==> src/rtl/intr_ctrl_pkg.sv <==
// ============================================================================
//  Module   : intr_ctrl_pkg
//  Purpose  : Shared FSM state encoding and default sizing for intr_ctrl.
//  Revision : 1.0
// ============================================================================
`default_nettype none

package intr_ctrl_pkg;

    localparam int INTR_N_SRC = 4;
    localparam int INTR_ID_W  = 2;

    typedef enum logic [1:0] {
        INTR_IDLE    = 2'd0,
        INTR_REQ     = 2'd1,
        INTR_SERVICE = 2'd2
    } intr_state_e;

endpackage

`default_nettype wire

==> src/rtl/intr_ctrl_if.sv <==
// ============================================================================
//  Module   : intr_ctrl_if
//  Purpose  : CPU/peripheral-facing signal bundle of the interrupt controller.
//  Revision : 1.0
// ============================================================================
`default_nettype none

interface intr_ctrl_if
    import intr_ctrl_pkg::*;
#(
    parameter int N_SRC   = INTR_N_SRC,
    parameter int ID_W    = INTR_ID_W,
    parameter int TIMER_W = 32
);
    logic [N_SRC-1:0]   src_pulse;
    logic               intr_en;
    logic               mask_we;
    logic [N_SRC-1:0]   mask_wdata;
    logic               timer_we;
    logic [TIMER_W-1:0] timer_wdata;
    logic               intr_ack;
    logic               intr_done;
    logic               intr_req;
    logic [ID_W-1:0]    intr_id;
    logic [N_SRC-1:0]   pending;
    logic [N_SRC-1:0]   mask;

    modport master (
        output src_pulse, intr_en, mask_we, mask_wdata, timer_we, timer_wdata,
               intr_ack, intr_done,
        input  intr_req, intr_id, pending, mask
    );

    modport slave (
        input  src_pulse, intr_en, mask_we, mask_wdata, timer_we, timer_wdata,
               intr_ack, intr_done,
        output intr_req, intr_id, pending, mask
    );
endinterface

`default_nettype wire

==> src/rtl/intr_prio_enc.sv <==
// ============================================================================
//  Module   : intr_prio_enc
//  Purpose  : Lowest-index-wins priority encoder with a valid flag.
//  Revision : 1.0
// ============================================================================
`default_nettype none

module intr_prio_enc #(
    parameter int N = 4,
    parameter int W = 2
) (
    input  logic [N-1:0] req_i,
    output logic [W-1:0] idx_o,
    output logic         valid_o
);

    // Scan high to low so the last hit, the lowest index, wins.
    always_comb begin
        idx_o   = '0;
        valid_o = 1'b0;
        for (int i = N - 1; i >= 0; i--) begin
            if (req_i[i]) begin
                idx_o   = W'(i);
                valid_o = 1'b1;
            end
        end
    end

endmodule

`default_nettype wire

==> src/rtl/intr_ctrl.sv <==
// ============================================================================
//  Module   : intr_ctrl
//  Purpose  : Pending/mask latch, fixed-priority arbiter and req/ack/done
//             handshake towards the CPU. Optional periodic timer source on
//             the highest index, enabled with `define INTR_TIMER_EN.
//  Revision : 1.0
// ============================================================================
`default_nettype none

module intr_ctrl
    import intr_ctrl_pkg::*;
#(
    parameter int N_SRC   = INTR_N_SRC,
    parameter int ID_W    = INTR_ID_W,
    parameter int TIMER_W = 32
) (
    input  logic      clk,
    input  logic      reset,
    intr_ctrl_if.slave bus
);

    logic [N_SRC-1:0] pending_q, pending_d;
    logic [N_SRC-1:0] mask_q, mask_d;
    logic [ID_W-1:0]  id_q, id_d;
    intr_state_e      state_q, state_d;

    logic [N_SRC-1:0] w_src;
    logic [N_SRC-1:0] w_cand;
    logic [N_SRC-1:0] w_clr;
    logic [ID_W-1:0]  w_win;
    logic             w_win_vld;
    logic             w_timer_pulse;

`ifdef INTR_TIMER_EN
    logic [TIMER_W-1:0] cnt_q, cnt_d;
    logic [TIMER_W-1:0] period_q, period_d;

    // A period write restarts the count and suppresses a coincident wrap.
    always_comb begin
        cnt_d         = cnt_q;
        period_d      = period_q;
        w_timer_pulse = 1'b0;
        if (bus.timer_we) begin
            period_d = bus.timer_wdata;
            cnt_d    = '0;
        end else if (period_q != '0) begin
            if (cnt_q == period_q - TIMER_W'(1)) begin
                cnt_d         = '0;
                w_timer_pulse = 1'b1;
            end else begin
                cnt_d = cnt_q + TIMER_W'(1);
            end
        end
    end

    always_ff @(posedge clk) begin
        if (reset) begin
            cnt_q    <= '0;
            period_q <= '0;
        end else begin
            cnt_q    <= cnt_d;
            period_q <= period_d;
        end
    end
`else
    logic w_unused_timer;
    assign w_unused_timer = ^{bus.timer_we, bus.timer_wdata};
    assign w_timer_pulse  = 1'b0;
`endif

    assign w_src  = bus.src_pulse | {w_timer_pulse, {(N_SRC-1){1'b0}}};
    assign w_cand = pending_q & mask_q;

    intr_prio_enc #(
        .N (N_SRC),
        .W (ID_W)
    ) u_prio (
        .req_i   (w_cand),
        .idx_o   (w_win),
        .valid_o (w_win_vld)
    );

    always_comb begin
        state_d = state_q;
        id_d    = id_q;
        w_clr   = '0;
        unique case (state_q)
            INTR_IDLE: begin
                if (bus.intr_en && w_win_vld) begin
                    state_d = INTR_REQ;
                    id_d    = w_win;
                end
            end
            INTR_REQ: begin
                // Ack beats withdrawal when both happen in the same cycle.
                if (bus.intr_ack) begin
                    state_d = INTR_SERVICE;
                    w_clr   = {{(N_SRC-1){1'b0}}, 1'b1} << id_q;
                end else if (!bus.intr_en || !mask_q[id_q]) begin
                    state_d = INTR_IDLE;
                end
            end
            INTR_SERVICE: begin
                if (bus.intr_done) begin
                    state_d = INTR_IDLE;
                end
            end
            default: state_d = INTR_IDLE;
        endcase
    end

    // New events are OR-ed in after the clear so a same-cycle event survives.
    assign pending_d = (pending_q & ~w_clr) | w_src;
    assign mask_d    = bus.mask_we ? bus.mask_wdata : mask_q;

    always_ff @(posedge clk) begin
        if (reset) begin
            state_q   <= INTR_IDLE;
            id_q      <= '0;
            pending_q <= '0;
            mask_q    <= '0;
        end else begin
            state_q   <= state_d;
            id_q      <= id_d;
            pending_q <= pending_d;
            mask_q    <= mask_d;
        end
    end

    assign bus.intr_req = (state_q == INTR_REQ);
    assign bus.intr_id  = id_q;
    assign bus.pending  = pending_q;
    assign bus.mask     = mask_q;

endmodule

`default_nettype wire

==> src/flat_wrapper.sv <==
// flat-port wrapper written by rule: the top's interface ports become plain ports
module intr_ctrl_flat import intr_ctrl_pkg::*;
#(
    parameter int N_SRC   = INTR_N_SRC,
    parameter int ID_W    = INTR_ID_W,
    parameter int TIMER_W = 32
)
  (clk, reset, bus_src_pulse, bus_intr_en, bus_mask_we, bus_mask_wdata, bus_timer_we, bus_timer_wdata, bus_intr_ack, bus_intr_done, bus_intr_req, bus_intr_id, bus_pending, bus_mask);
  intr_ctrl_if #(.N_SRC(N_SRC), .ID_W(ID_W), .TIMER_W(TIMER_W)) bus_i ();
  input  logic clk;
  input  logic reset;
  input wire logic [$bits(bus_i.src_pulse)-1:0] bus_src_pulse;
  input wire logic [$bits(bus_i.intr_en)-1:0] bus_intr_en;
  input wire logic [$bits(bus_i.mask_we)-1:0] bus_mask_we;
  input wire logic [$bits(bus_i.mask_wdata)-1:0] bus_mask_wdata;
  input wire logic [$bits(bus_i.timer_we)-1:0] bus_timer_we;
  input wire logic [$bits(bus_i.timer_wdata)-1:0] bus_timer_wdata;
  input wire logic [$bits(bus_i.intr_ack)-1:0] bus_intr_ack;
  input wire logic [$bits(bus_i.intr_done)-1:0] bus_intr_done;
  output wire logic [$bits(bus_i.intr_req)-1:0] bus_intr_req;
  output wire logic [$bits(bus_i.intr_id)-1:0] bus_intr_id;
  output wire logic [$bits(bus_i.pending)-1:0] bus_pending;
  output wire logic [$bits(bus_i.mask)-1:0] bus_mask;
  assign bus_i.src_pulse = bus_src_pulse;
  assign bus_i.intr_en = bus_intr_en;
  assign bus_i.mask_we = bus_mask_we;
  assign bus_i.mask_wdata = bus_mask_wdata;
  assign bus_i.timer_we = bus_timer_we;
  assign bus_i.timer_wdata = bus_timer_wdata;
  assign bus_i.intr_ack = bus_intr_ack;
  assign bus_i.intr_done = bus_intr_done;
  assign bus_intr_req = bus_i.intr_req;
  assign bus_intr_id = bus_i.intr_id;
  assign bus_pending = bus_i.pending;
  assign bus_mask = bus_i.mask;
  intr_ctrl #(.N_SRC(N_SRC), .ID_W(ID_W), .TIMER_W(TIMER_W)) u_core (.clk(clk), .reset(reset), .bus(bus_i));
endmodule
==> config.mk <==
export PLATFORM = sky130hd
export DESIGN_NAME = intr_ctrl_flat
export DESIGN_NICKNAME = d
export VERILOG_FILES = /design/src/rtl/intr_ctrl_pkg.sv /design/src/rtl/intr_ctrl_if.sv /design/src/rtl/intr_prio_enc.sv /design/src/rtl/intr_ctrl.sv /design/src/flat_wrapper.sv
export SDC_FILE = /design/constraint.sdc
export NUM_CORES = 1
export LEC_CHECK = 0
export ABC_CLOCK_PERIOD_IN_PS = 1200
export CAP_MARGIN = 0
export CELL_PAD_IN_SITES_DETAIL_PLACEMENT = 0
export CELL_PAD_IN_SITES_GLOBAL_PLACEMENT = 1
export CORE_ASPECT_RATIO = 0.9
export CORE_UTILIZATION = 17
export DETAILED_ROUTE_END_ITERATION = 8
export PLACE_DENSITY = 0.77
export SLEW_MARGIN = 20
export SYNTH_ARGS = -nofsm -noshare
export SYNTH_HDL_FRONTEND = slang
export SYNTH_SLANG_ARGS = --single-unit
export TNS_END_PERCENT = 1
==> constraint.sdc <==
create_clock -name clk -period 1.2 [get_ports clk]
set_input_delay 0.18 -clock clk [delete_from_list [all_inputs] [get_ports clk]]
set_output_delay 0.18 -clock clk [all_outputs]
set_load 0.01 [all_outputs]
==> results.md <==
- Die footprint: between 3000 and 4000 sq um
- Max Buffers Root-to-Sink: 2
- Most common cell after layout, fill and taps aside: clkdlybuf4s50_1
- DRC: 0
- Reg-to-reg endpoint: u_core.bus.intr_id[0]$_SDFFE_PP0P_
- Hold EP: u_core.bus.pending[3]$_SDFF_PP0_
- Hold Startpoint: bus_src_pulse[3]
- Clock Skew: around 11 ps
- Synthesized flop and latch total: 12
- RePlAce Congestion: about 0.84
- CP endpoint kind: flop
- # diodes: 0
- Fraction of layout cells with a size suffix above 1: 23.6%
- Max-cap viol count: 0
- Clk Latency, worst-skew pair: between 200 and 300 ps
- Post-CTS Hold Buffers: 0
- Status: finished, final reports clean
- R2R Path Start: u_core.bus.mask[1]$_SDFFE_PP0P_
- Post-Syn Nets: around 100
- Post-Synthesis Cell Area: between 500 and 600 sq um
- HP Class: in -> reg
- Final setup vio count: 0
- Die Y: 55.2 microns
- Critical path fanouts, max: 5
- Number of vias per cell: between 4 and 5
- CTS tree: built
- CTS root buffer: clkbuf_4
- Final net count: approximately 140
- Fin crit share: 99.1%
- Post-Place Setup Slack: -133 ps
- Drt pass-1 iters: 4
- Final WL: roughly 1400 microns
- Per-cell routed wire length: 11.1 microns
- Cell count after synthesis: 57
- First-pass GRT wire length: 2370 microns
- Critical Path Start Type: flop
- Initial antenna violation count: 0
- Cts bufs inserted: 3
- Pin count of the biggest net entering global routing: 12
- Initial core utilization: 18.7%
- Num rows: 18
- GRT Util Overall: a little under a tenth
- Post-Place Cell Area: approximately 860 sq um
- Worst r2r path cells: 4
- Distinct cell type count after synthesis: 23
- I/O Buffers: 24
- Ys Warns: 0
- Fmax: roughly 840 MHz
- Post-synth top area share: between 40% and 50%
- Worst setup margin: between 10 and 15 ps
- Clock sinks: 12
- H-tree depth: 1
- ANT nets after route: 0
- Crit Path Class: reg -> reg
- Core Util, Final: a little under a third
- Vias: about 550
- Core area: ~2900 sq um
- Hold Violations, Final: 0
- Cell area after layout: 900 sq um
- DPL Wire Length: ~1100 microns
- Power Density: 1050 nW/um^2
- # IOs: 58
- Hold path cells: 3
- Max transition margin: a little under nine tenths
- GRT overflow: 0
- Slew Viols, Final: 0
- Synth top area cells: dfxtp_1 45%, nor2_1 8.4%, mux2i_1 7.5%
- Post-synth top area cell: dfxtp_1
- Reg2Reg Setup Slack: 10 ps
- Initial DRC count: 6
- Actual slew at the worst max-slew pin: around 220 ps
- Syn Area/Cell: 9.39 sq um
- CP Data Required Time: between 1000 and 1500 ps
- Die width: ~61 microns
- Worst-path clk slew: roughly 90 ps
- Area grow syn2layout: 68.0%
- Worst vdd ir: ~370 uV
- Leakage Power: slightly below 0.0004 uW
- Commonest cells after routing, fill and taps aside: 13 x clkdlybuf4s50_1, 12 x nor2_1, 9 x dlygate4sd2_1
- Worst path arrival time: ~1400 ps
- RSZ-0062 raised after global routing: true
- Vias in the first global route: approximately 560
- Crit path time final: 1190 ps
- Post-synthesis sequential area ratio: 44.9%
==> state kept, by name (all words and copies together) (netlist names) <==
name and flops:
u_core.bus.mask 4, u_core.bus.pending 4, u_core.bus.intr_id 2, u_core.state_q 2
==> synthesized netlist by cell type (all sizes together) <==
library cell	count
a21o	1
mux4	1
nand4	1
a211oi	1
nor2	12
nand3	2
a21oi	6
nor2b	1
a22o	2
a32o	1
nand2b	1
nor3b	2
dfxtp	12
inv	1
and3b	1
nand2	2
or2	1
mux2i	4
clkbuf	2
a311oi	2
o21ai	1
==> critical path, stage by stage (launching register included) <==
cell and delay, ps:
dfxtp_2 350, a22o_1 220, or2_1 270, a21o_1 180, a21oi_2 110
==> repair_timing <==
item | in CTS | in global routing
endpoints found under the hold margin | 0 | 0
buffers inserted | 0 | 0
gates resized for setup | 13 | 8
endpoints found under the setup margin | 11 | 7
pin swaps | 0 | 1
==> where the power goes <==
part           internal [uW]  switching [uW]
logic                    100            67.2
clock network            185             146
registers                422            22.9
total                    707             236
==> metrics by stage <==
step                      power, uW  std cells  hold slack [ps]  setup TNS, ps
after floorplan                 521         57              252              0
after global placement          628        125              524           -473
after detailed placement        631        125              539           -615
after CTS                       947        129              495           -188
after global routing            981        129              497          -17.2
final                           943        129              499              0
==> layer usage <==
metal / wire (microns) / up-vias / global-route usage, %
li1: - / 271 / -
met1: 674 / 262 / 11.5
met2: 656 / 14 / 14.0
met3: 97 / 2 / 4.68
met4: 6 / 0 / 1.30
met5: 0 / - / 0
==> logic make-up (layout without fill, tap and decap cells) <==
group / Yosys count / in the layout / share of synthesized area (%)
compound gates: 14 / 14 / 18.5
buf+inv: 3 / 35 / 2.10
flops: 12 / 12 / 44.9
mux: 5 / 5 / 11.7
simple gates: 23 / 23 / 22.9
==> how the worst max path moves through the flow <==
stage / start / to / slack [ps] / cells past startpoint
2_1_floorplan: u_core.bus.intr_id[0]$_SDFFE_PP0P_ / u_core.state_q[0]$_SDFFE_PP0P_ / 10 / 3
3_3_place_gp: bus_intr_ack / u_core.bus.pending[2]$_SDFF_PP0_ / -100 / 5
3_5_place_dp: bus_intr_ack / u_core.bus.pending[2]$_SDFF_PP0_ / -130 / 5
4_1_cts: u_core.bus.mask[1]$_SDFFE_PP0P_ / bus_mask[1] / -190 / 1
5_1_grt: u_core.bus.pending[1]$_SDFF_PP0_ / u_core.bus.intr_id[0]$_SDFFE_PP0P_ / -20 / 4
6_report: u_core.bus.mask[1]$_SDFFE_PP0P_ / u_core.bus.intr_id[0]$_SDFFE_PP0P_ / 10 / 4
==> cell type report <==
cell class	count	area, sq um
Timing Repair Buffer	30	272
Inverter	1	3.75
Tap cell	40	50.0
Clock buffer	4	36.3
Sequential cell	12	246
Fill cell	325	1960
Multi-Input combinational cell	42	292
(Power assumes the default switching activity.)
